===== config.mk =====
export PLATFORM = sky130hd
export DESIGN_NAME = mult_cell_arbiter
export DESIGN_NICKNAME = d
export VERILOG_FILES = /design/src/rtl/mult_cell_arbiter.sv
export SDC_FILE = /design/constraint.sdc
export NUM_CORES = 1
export LEC_CHECK = 0
export CAP_MARGIN = 20
export CORE_AREA = 2 2 117 119
export CTS_CLUSTER_SIZE = 8
export DETAILED_ROUTE_END_ITERATION = 7
export DIE_AREA = 0 0 119 121
export PLACE_DENSITY_LB_ADDON = 0.3
export SLEW_MARGIN = 20
export SYNTH_ARGS = -nofsm -noshare
export SYNTH_HDL_FRONTEND = slang
export SYNTH_SLANG_ARGS = --single-unit

===== constraint.sdc =====
create_clock -name clk -period 2.45 [get_ports clk]
set_input_delay 0.49 -clock clk [delete_from_list [all_inputs] [get_ports clk]]
set_output_delay 0.49 -clock clk [all_outputs]
set_load 0.02 [all_outputs]

===== src/rtl/mult_cell_arbiter.sv =====
`default_nettype none
// ============================================================================
// Module   : mult_cell_arbiter
// Purpose  : Round-robin time-sharing of one pipelined 32-bit multiply cell
//            among up to four requesters. Each requester owns a slot
//            (IDLE -> INFLIGHT -> DONE) and a response register that holds
//            its result until the requester accepts it.
// Ports    : clk, reset (async, active-high)
//            req_valid/req_ready/req_a/req_b       request side, 32b packed
//            resp_valid/resp_ready/resp_data       response side, 32b packed
//            mul_src1/mul_src2/mul_cell_result     multiply cell interface
//            busy                                  any slot not IDLE
// Revision : 1.0 - initial release
// ============================================================================
module mult_cell_arbiter #(
    parameter int NUM_REQ      = 2,
    parameter int CELL_LATENCY = 1
) (
    input  logic                  clk,
    input  logic                  reset,
    input  logic [NUM_REQ-1:0]    req_valid,
    output logic [NUM_REQ-1:0]    req_ready,
    input  logic [32*NUM_REQ-1:0] req_a,
    input  logic [32*NUM_REQ-1:0] req_b,
    output logic [NUM_REQ-1:0]    resp_valid,
    input  logic [NUM_REQ-1:0]    resp_ready,
    output logic [32*NUM_REQ-1:0] resp_data,
    output logic [31:0]           mul_src1,
    output logic [31:0]           mul_src2,
    input  logic [31:0]           mul_cell_result,
    output logic                  busy
);

    typedef enum logic [1:0] {
        S_IDLE     = 2'd0,
        S_INFLIGHT = 2'd1,
        S_DONE     = 2'd2
    } slot_state_t;

    slot_state_t             r_state [NUM_REQ];
    logic [1:0]              r_ptr;
    logic [CELL_LATENCY-1:0] r_tag_vld;
    logic [1:0]              r_tag_id [CELL_LATENCY];

    logic       w_gnt_vld;
    logic [1:0] w_gnt_id;
    logic [1:0] w_next_ptr;
    logic       w_cap_vld;
    logic [1:0] w_cap_id;
    int         w_idx;

    // Round-robin search: visit requesters ptr, ptr+1, ... with wrap and
    // take the first eligible one (valid request and slot IDLE).
    always_comb begin
        w_gnt_vld = 1'b0;
        w_gnt_id  = 2'd0;
        w_idx     = 0;
        for (int k = 0; k < NUM_REQ; k++) begin
            w_idx = int'(r_ptr) + k;
            if (w_idx >= NUM_REQ) begin
                w_idx = w_idx - NUM_REQ;
            end
            for (int i = 0; i < NUM_REQ; i++) begin
                if (!w_gnt_vld && (i == w_idx) && req_valid[i] &&
                    (r_state[i] == S_IDLE)) begin
                    w_gnt_vld = 1'b1;
                    w_gnt_id  = 2'(i);
                end
            end
        end
    end

    assign w_next_ptr = ((int'(w_gnt_id) + 1) >= NUM_REQ) ? 2'd0 : (w_gnt_id + 2'd1);

    // Operands are forced to zero outside grant cycles so the cell inputs
    // do not toggle with unrelated requester traffic.
    always_comb begin
        req_ready = '0;
        mul_src1  = 32'd0;
        mul_src2  = 32'd0;
        for (int i = 0; i < NUM_REQ; i++) begin
            if (w_gnt_vld && (w_gnt_id == 2'(i))) begin
                req_ready[i] = 1'b1;
                mul_src1     = req_a[32*i +: 32];
                mul_src2     = req_b[32*i +: 32];
            end
        end
    end

    // The tag travels alongside the operation through the cell; the last
    // stage lines up with the cycle in which the cell result is valid.
    assign w_cap_vld = r_tag_vld[CELL_LATENCY-1];
    assign w_cap_id  = r_tag_id[CELL_LATENCY-1];

    always_ff @(posedge clk or posedge reset) begin
        if (reset) begin
            r_tag_vld <= '0;
            for (int s = 0; s < CELL_LATENCY; s++) begin
                r_tag_id[s] <= 2'd0;
            end
        end else begin
            r_tag_vld[0] <= w_gnt_vld;
            r_tag_id[0]  <= w_gnt_id;
            for (int s = 1; s < CELL_LATENCY; s++) begin
                r_tag_vld[s] <= r_tag_vld[s-1];
                r_tag_id[s]  <= r_tag_id[s-1];
            end
        end
    end

    always_ff @(posedge clk or posedge reset) begin
        if (reset) begin
            r_ptr     <= 2'd0;
            resp_data <= '0;
            for (int i = 0; i < NUM_REQ; i++) begin
                r_state[i] <= S_IDLE;
            end
        end else begin
            if (w_gnt_vld) begin
                r_ptr <= w_next_ptr;
            end
            for (int i = 0; i < NUM_REQ; i++) begin
                case (r_state[i])
                    S_IDLE: begin
                        if (req_valid[i] && req_ready[i]) begin
                            r_state[i] <= S_INFLIGHT;
                        end
                    end
                    S_INFLIGHT: begin
                        if (w_cap_vld && (w_cap_id == 2'(i))) begin
                            r_state[i]          <= S_DONE;
                            resp_data[32*i +: 32] <= mul_cell_result;
                        end
                    end
                    S_DONE: begin
                        if (resp_ready[i]) begin
                            r_state[i] <= S_IDLE;
                        end
                    end
                    default: r_state[i] <= S_IDLE;
                endcase
            end
        end
    end

    // Decoded directly from the slot registers, so both outputs are glitch
    // free and busy drops in the cycle after the final accept.
    always_comb begin
        resp_valid = '0;
        busy       = 1'b0;
        for (int i = 0; i < NUM_REQ; i++) begin
            resp_valid[i] = (r_state[i] == S_DONE);
            if (r_state[i] != S_IDLE) begin
                busy = 1'b1;
            end
        end
    end

endmodule
`default_nettype wire


---- Word level (Yosys, flattened, before mapping) ----
Index checks and enable logic that the tools add are counted.
word-level totals
  bits in registers ....................... 73
  input port bits ......................... 166
  output and inout port bits .............. 133
  logic and storage cells ................. 87
cells by class
  add/sub/neg operators ................... 5
  magnitude comparators ................... 3
  eq/ne operators ......................... 14
  multiplexer cells ....................... 26
  reduce and logical (&&, ||, !) cells .... 32
operators by type and width
  cell                                                  number
  two-way mux 32 bit                                    6
  equality test 2 x 32 -> 1 bit (first input constant)  2
  logical NOT 32 bit                                    2
  two-way mux 2 bit                                     9
  logical AND 1 bit                                     17
  one-hot mux 2 bit (3 select lines)                    2
  two-way mux 1 bit                                     9
  equality test 2 x 1 -> 1 bit (second input constant)  4
  logical NOT 2 bit                                     4
  != test 2 x 1 -> 1 bit (second input constant)        4
  adder 2 x 1 -> 3 bit (second input constant)          2
  >= comparator 3 x 2 -> 1 bit (second input constant)  2
  AND reduction 3 bit                                   2
  equality test 2 bit (second input constant)           2
  != test 2 bit (second input constant)                 2
  AND reduction 2 bit                                   2
  nonzero test 2 bit                                    2
  subtractor 3 x 2 -> 4 bit (second input constant)     1
  logical NOT 1 bit                                     3
  subtractor 2 x 2 -> 3 bit (second input constant)     1
  adder 2 x 1 -> 2 bit (second input constant)          1
  >= comparator 2 bit (second input constant)           1

---- Longest topological paths before layout ----
  depth in word-level cells ............... 27
  mapped depth ............................ 5
  gate-level depth less buffers ........... 3

---- Worst setup path after synthesis ----
Ideal clock, no wire load.
  path kind ............................... in2out
  from .................................... in req_valid[0]
  to ...................................... out mul_src1[0]
  arrival ................................. 1.726 ns
  data required time ...................... 1.960 ns
  setup slack ............................. 0.234 ns
  stages .................................. 4
  path buffers ............................ 1
  path through ............................ or3b_4 o211a_1 clkbuf_1 a22o_1
on the way
  cells in the longest elaborated chain, start to end .. 22
  elaborated cells on any way between the ends .. 27
  classes of those cells .................. eq/ne: 1; mux: 9; reduce/logical: 17
RTL lines
  what                            line  text
  from (decl)                     21    input logic [NUM_REQ-1:0] req_valid,
  logical AND 1 bit (2 in a row)  64    if (!w_gnt_vld && (i == w_idx) && req_valid[i] &&
  two-way mux 1 bit               64
  logical NOT 1 bit               64
  logical AND 1 bit (3 in a row)  64
  two-way mux 1 bit               64
  logical NOT 1 bit               64
  logical AND 1 bit (3 in a row)  64
  two-way mux 1 bit               64
  logical NOT 1 bit               64
  logical AND 1 bit (3 in a row)  64
  two-way mux 2 bit               64
  logical NOT 2 bit               82    if (w_gnt_vld && (w_gnt_id == 2'(i))) begin
  logical AND 1 bit               82
  two-way mux 32 bit              82
  two-way mux 32 bit (*)          82
  to (decl)                       28    output logic [31:0] mul_src1,
Every way passes the cells marked *; elsewhere a longest branch is shown, timed or not.

---- Worst setup path in the final report ----
  from .................................... reg r_state[2] in the netlist's numbering
  to ...................................... out mul_src2[2]
on the way
  cells in the longest elaborated chain, start to end .. 22
  elaborated cells on any way between the ends .. 27
  classes of those cells .................. eq/ne: 1; mux: 9; reduce/logical: 17
RTL lines
  what                               line  text
  from (decl)                        40    slot_state_t r_state [NUM_REQ];
  from (signal, indexed assignment)  116   r_state[i] <= S_IDLE;
  from (signal, indexed assignment)  126   r_state[i] <= S_INFLIGHT;
  from (signal, indexed assignment)  131   r_state[i] <= S_DONE;
  logical NOT 2 bit (*)              65    (r_state[i] == S_IDLE)) begin
  logical AND 1 bit                  64
  two-way mux 1 bit                  64
  logical NOT 1 bit                  64
  logical AND 1 bit (3 in a row)     64
  two-way mux 1 bit                  64
  logical NOT 1 bit                  64
  logical AND 1 bit (3 in a row)     64
  two-way mux 1 bit                  64
  logical NOT 1 bit                  64
  logical AND 1 bit (3 in a row)     64
  two-way mux 2 bit                  64
  logical NOT 2 bit                  82
  logical AND 1 bit                  82
  two-way mux 32 bit                 82
  two-way mux 32 bit (*)             82
  to (decl)                          29    output logic [31:0] mul_src2,
Marked as above.

==> flow_metrics.py <==
metrics = {
    "placed_design": {
        "placed_cells": 713,
        "port-buffer-count": 298,
        "finalWeightedCongestion": 0.864,
        "detailed_place_hpwl_um": 10900,
    },
    "synth": {
        "yosysWarnings": 0,
        "post_synth_inst_count": 244,
        "netlist_area_mm2": 0.00334,
        "synth_async_sr_flop_share_pct": 100,
        "synthDominantAreaCellType": "sky130_fd_sc_hd__dfrtp_1",
        "synth.cells.most_frequent": "71 x sky130_fd_sc_hd__dfrtp_1, 64 x sky130_fd_sc_hd__a22o_1, 64 x sky130_fd_sc_hd__mux2_2, 6 x sky130_fd_sc_hd__buf_2",
        "synth_sequential_area_ratio_pct": 53.1,
        "synth_cell_type_count": 20,
        "synth.area.top_cells": "sky130_fd_sc_hd__dfrtp_1 53%, sky130_fd_sc_hd__mux2_2 22%, sky130_fd_sc_hd__a22o_1 17%",
        "ys_seq_elements": 71,
        "yosys_most_used_dff": "sky130_fd_sc_hd__dfrtp_1",
        "postSynthAreaPerCell_um2": 13.7,
        "yosysTopAreaCellShare_pct": 53.1,
        "synth.net_count": 410,
        "synth_edf_count": 0,
        "synthMostInstantiatedCell": "sky130_fd_sc_hd__dfrtp_1",
    },
    "sta": {
        "layout_setup_ws_ps": -170,
        "finalCritPeriodShare_pct": 107,
        "setup_viol": 65,
        "tightestPinTransition_ps": 550,
        "timing.final.hold_violations": 0,
        "clock_skew_ps": 4.64,
        "maxSlewHeadroom_pct": 63.3,
        "final_period_minus_worst_setup_slack_ps": 2620,
        "rsz0062_at_grt": "yes",
        "fmaxAchievable_ghz": 0.382,
        "report.final.slew_viol_count": 0,
    },
    "global_route": {
        "grt_antenna_before_repair": 2,
        "number_of_global_route_vias_before_repair": 3777,
        "grt_first_pass_wirelength_um": 21300,
        "largest_net_degree_at_the_start_of_global_routing": 44,
        "grtUsageTotal_pct": 19.3,
        "gr-total-overflow": 0,
    },
    "setup_path": {
        "worst_setup_path_start_kind": "register",
        "cp_data_arrival_time_ps": 2130,
        "worst_path_largest_cell_delay_ps": 420,
        "crit_path_top_delay_cell": "sky130_fd_sc_hd__or3b_4",
        "crit_path_end_kind": "output pin",
        "worst_path_dominant_cell_family": "compound AO/OA/AOI/OAI gates",
        "crit_required_ps": 1960,
        "worst-path-max-fanout": 8,
        "critPathBufInv": 3,
        "critical_path_class": "reg2out",
        "cp_cell_sequence": "or3b_4, o211a_4, buf_8, buf_4, a22o_1, buf_6",
    },
    "cts": {
        "clk_transition_reported_paths_ps": 50,
        "cts-root-buf": "sky130_fd_sc_hd__clkbuf_16",
        "cts_hold_buf": 0,
        "clock_latency_ps": 320,
        "number_of_buffers_created_by_cts": 9,
        "htreeDepth": 3,
        "cts_sinks": 71,
        "tritoncts_clock_tree": "yes",
        "cts.path.max_buffers": 2,
    },
    "die": {
        "initial_core_util_pct": 25.6,
        "die_area_mm2": 0.0144,
        "rows": 42,
        "num_io_pins": 299,
        "width_of_the_die_um": 119,
        "die_height_um": 121,
        "core-area_mm2": 0.0131,
    },
    "power": {
        "power.share.combinational_pct": 62.6,
        "power_per_cell_area_mw_per_mm2": 1230,
        "seqPwrFrac_pct": 23.1,
        "max-vdd-ir-drop_v": 0.000786,
        "power.share.clock_pct": 14.3,
        "net_switching_mw": 3.35,
        "p_leak_nw": 3.13,
        "intPower_mw": 5.66,
        "netSwitchingFraction_pct": 37.2,
        "total_power_mw": 9.01,
    },
    "route": {
        "detail_route.iter0.violations": 108,
        "routed_wirelength_um": 15400,
        "wl_per_cell_um": 20.5,
        "post-route-drc-count": 0,
        "vias": 3545,
        "detail_route.vias_per_cell": 4.73,
        "detailedRoute.firstPassIterationCount": 4,
        "postRouteAntennaNets": 0,
    },
    "final_layout": {
        "flow.area_growth_from_synthesis_pct": 118,
        "finish.cell_count_without_fillers": 750,
        "final_layout_size_suffix_gt1_share_pct": 32.7,
        "nets": 734,
    },
    "run_status": {
        "violations": "setup timing",
        "run_status": "complete, but fails checks",
    },
    "flow_run": {
        "maxCapViolCount": 0,
    },
    "hold_path": {
        "hold_class": "in2async",
    },
}
[logic make-up after synthesis]
| group | count (synthesis) | synth area share (%) |
|---|---|---|
| compound gates | 73 | 18.9 |
| buf+inv | 24 | 4.49 |
| flops | 71 | 53.1 |
| mux | 64 | 21.5 |
| simple gates | 12 | 1.98 |
[path summary, 6_finish.rpt]
check / from / endpoint / cells after the start / slack, ps
setup reg to reg: r_tag_id[0]$_DFF_PP0_ / resp_data[24]$_DFFE_PP0P_ / 4 / 700
setup / recovery: r_state[2]$_DFFE_PP0P_ / mul_src2[2] / 6 / -170
min in group clk: resp_data[61]$_DFFE_PP0P_ / resp_data[61]$_DFFE_PP0P_ / 1 / 500
hold / removal: reset / resp_data[11]$_DFFE_PP0P_ / 2 / 340
hold reg to reg: resp_data[61]$_DFFE_PP0P_ / resp_data[61]$_DFFE_PP0P_ / 1 / 500
max in group asynchronous: reset / resp_data[56]$_DFFE_PP0P_ / 3 / 1370
[final cells by class]
| class | count | area [um2] |
|---|---|---|
| Antenna cell | 2 | 5.00 |
| Clock inverter | 3 | 42.5 |
| Timing Repair Buffer | 333 | 3520 |
| Inverter | 4 | 15.0 |
| Sequential cell | 71 | 1780 |
| Clock buffer | 12 | 256 |
| Multi-Input combinational cell | 149 | 1460 |
| Fill cell | 1103 | 5780 |
| Tap cell | 176 | 220 |
[power by group through the flow]
stage / sequential (mW) / clock, mW / combinational (mW)
final: 2.08 / 1.29 / 5.64
after global placement: 2.06 / 0 / 5.02
after CTS: 2.09 / 1.33 / 5.17
after detailed placement: 2.10 / 0 / 5.05
after floorplan: 2.75 / 0 / 1.89
after global routing: 2.16 / 1.37 / 5.90
[cells in the final DEF (no fill, tap or decap), types with 3 or more instances in the layout]
cell                              netlist  final
sky130_fd_sc_hd__nor2_1                 4      4
sky130_fd_sc_hd__buf_12                 0      8
sky130_fd_sc_hd__buf_6                  5     55
sky130_fd_sc_hd__nand2_1                4      4
sky130_fd_sc_hd__clkdlybuf4s50_1        0    231
sky130_fd_sc_hd__inv_1                  4      3
sky130_fd_sc_hd__dfrtp_1               71     71
sky130_fd_sc_hd__mux2_2                64     64
sky130_fd_sc_hd__buf_16                 0      4
sky130_fd_sc_hd__buf_4                  4     27
sky130_fd_sc_hd__clkbuf_16              0     12
sky130_fd_sc_hd__a22o_1                64     62
[metal layers]
| layer | part of all wire, % | GRT usage [%] |
|---|---|---|
| met1 | 36 | 19.9 |
| met2 | 53 | 35.8 |
| met3 | 8.3 | 7.71 |
| met4 | 2.3 | 5.65 |
| met5 | 0 | 0 |
[what timing repair did]
item / 4_1_cts / 5_1_grt
endpoints found under the hold margin: 0 / 0
setup endpoints to repair: 66 / 65
gates cloned: 4 / 5
setup buffers: 7 / 4
pin swaps: 12 / 12
gates resized for setup: 300 / 84
[state kept, by name, summed over array words and instances, names as in the netlist]
name	cells
r_tag_vld	1
resp_data	64
r_tag_id	1
r_ptr	1
r_state	4
[metrics by stage]
stage                     hold WS (ps)  instance area, um2  setup WS (ps)  util [%]  TNS, ps
after floorplan                    494                3340            163         -        0
after global routing               356                7300           -218      55.8   -10810
after global placement             487                6590           -721      50.4   -43820
after CTS                          330                6900           -217      52.8    -8010
final                              342                7300           -170      55.8    -6990
after detailed placement           493                6590           -753      50.4   -45090
No activity file was read; power rests on OpenSTA's default activity.
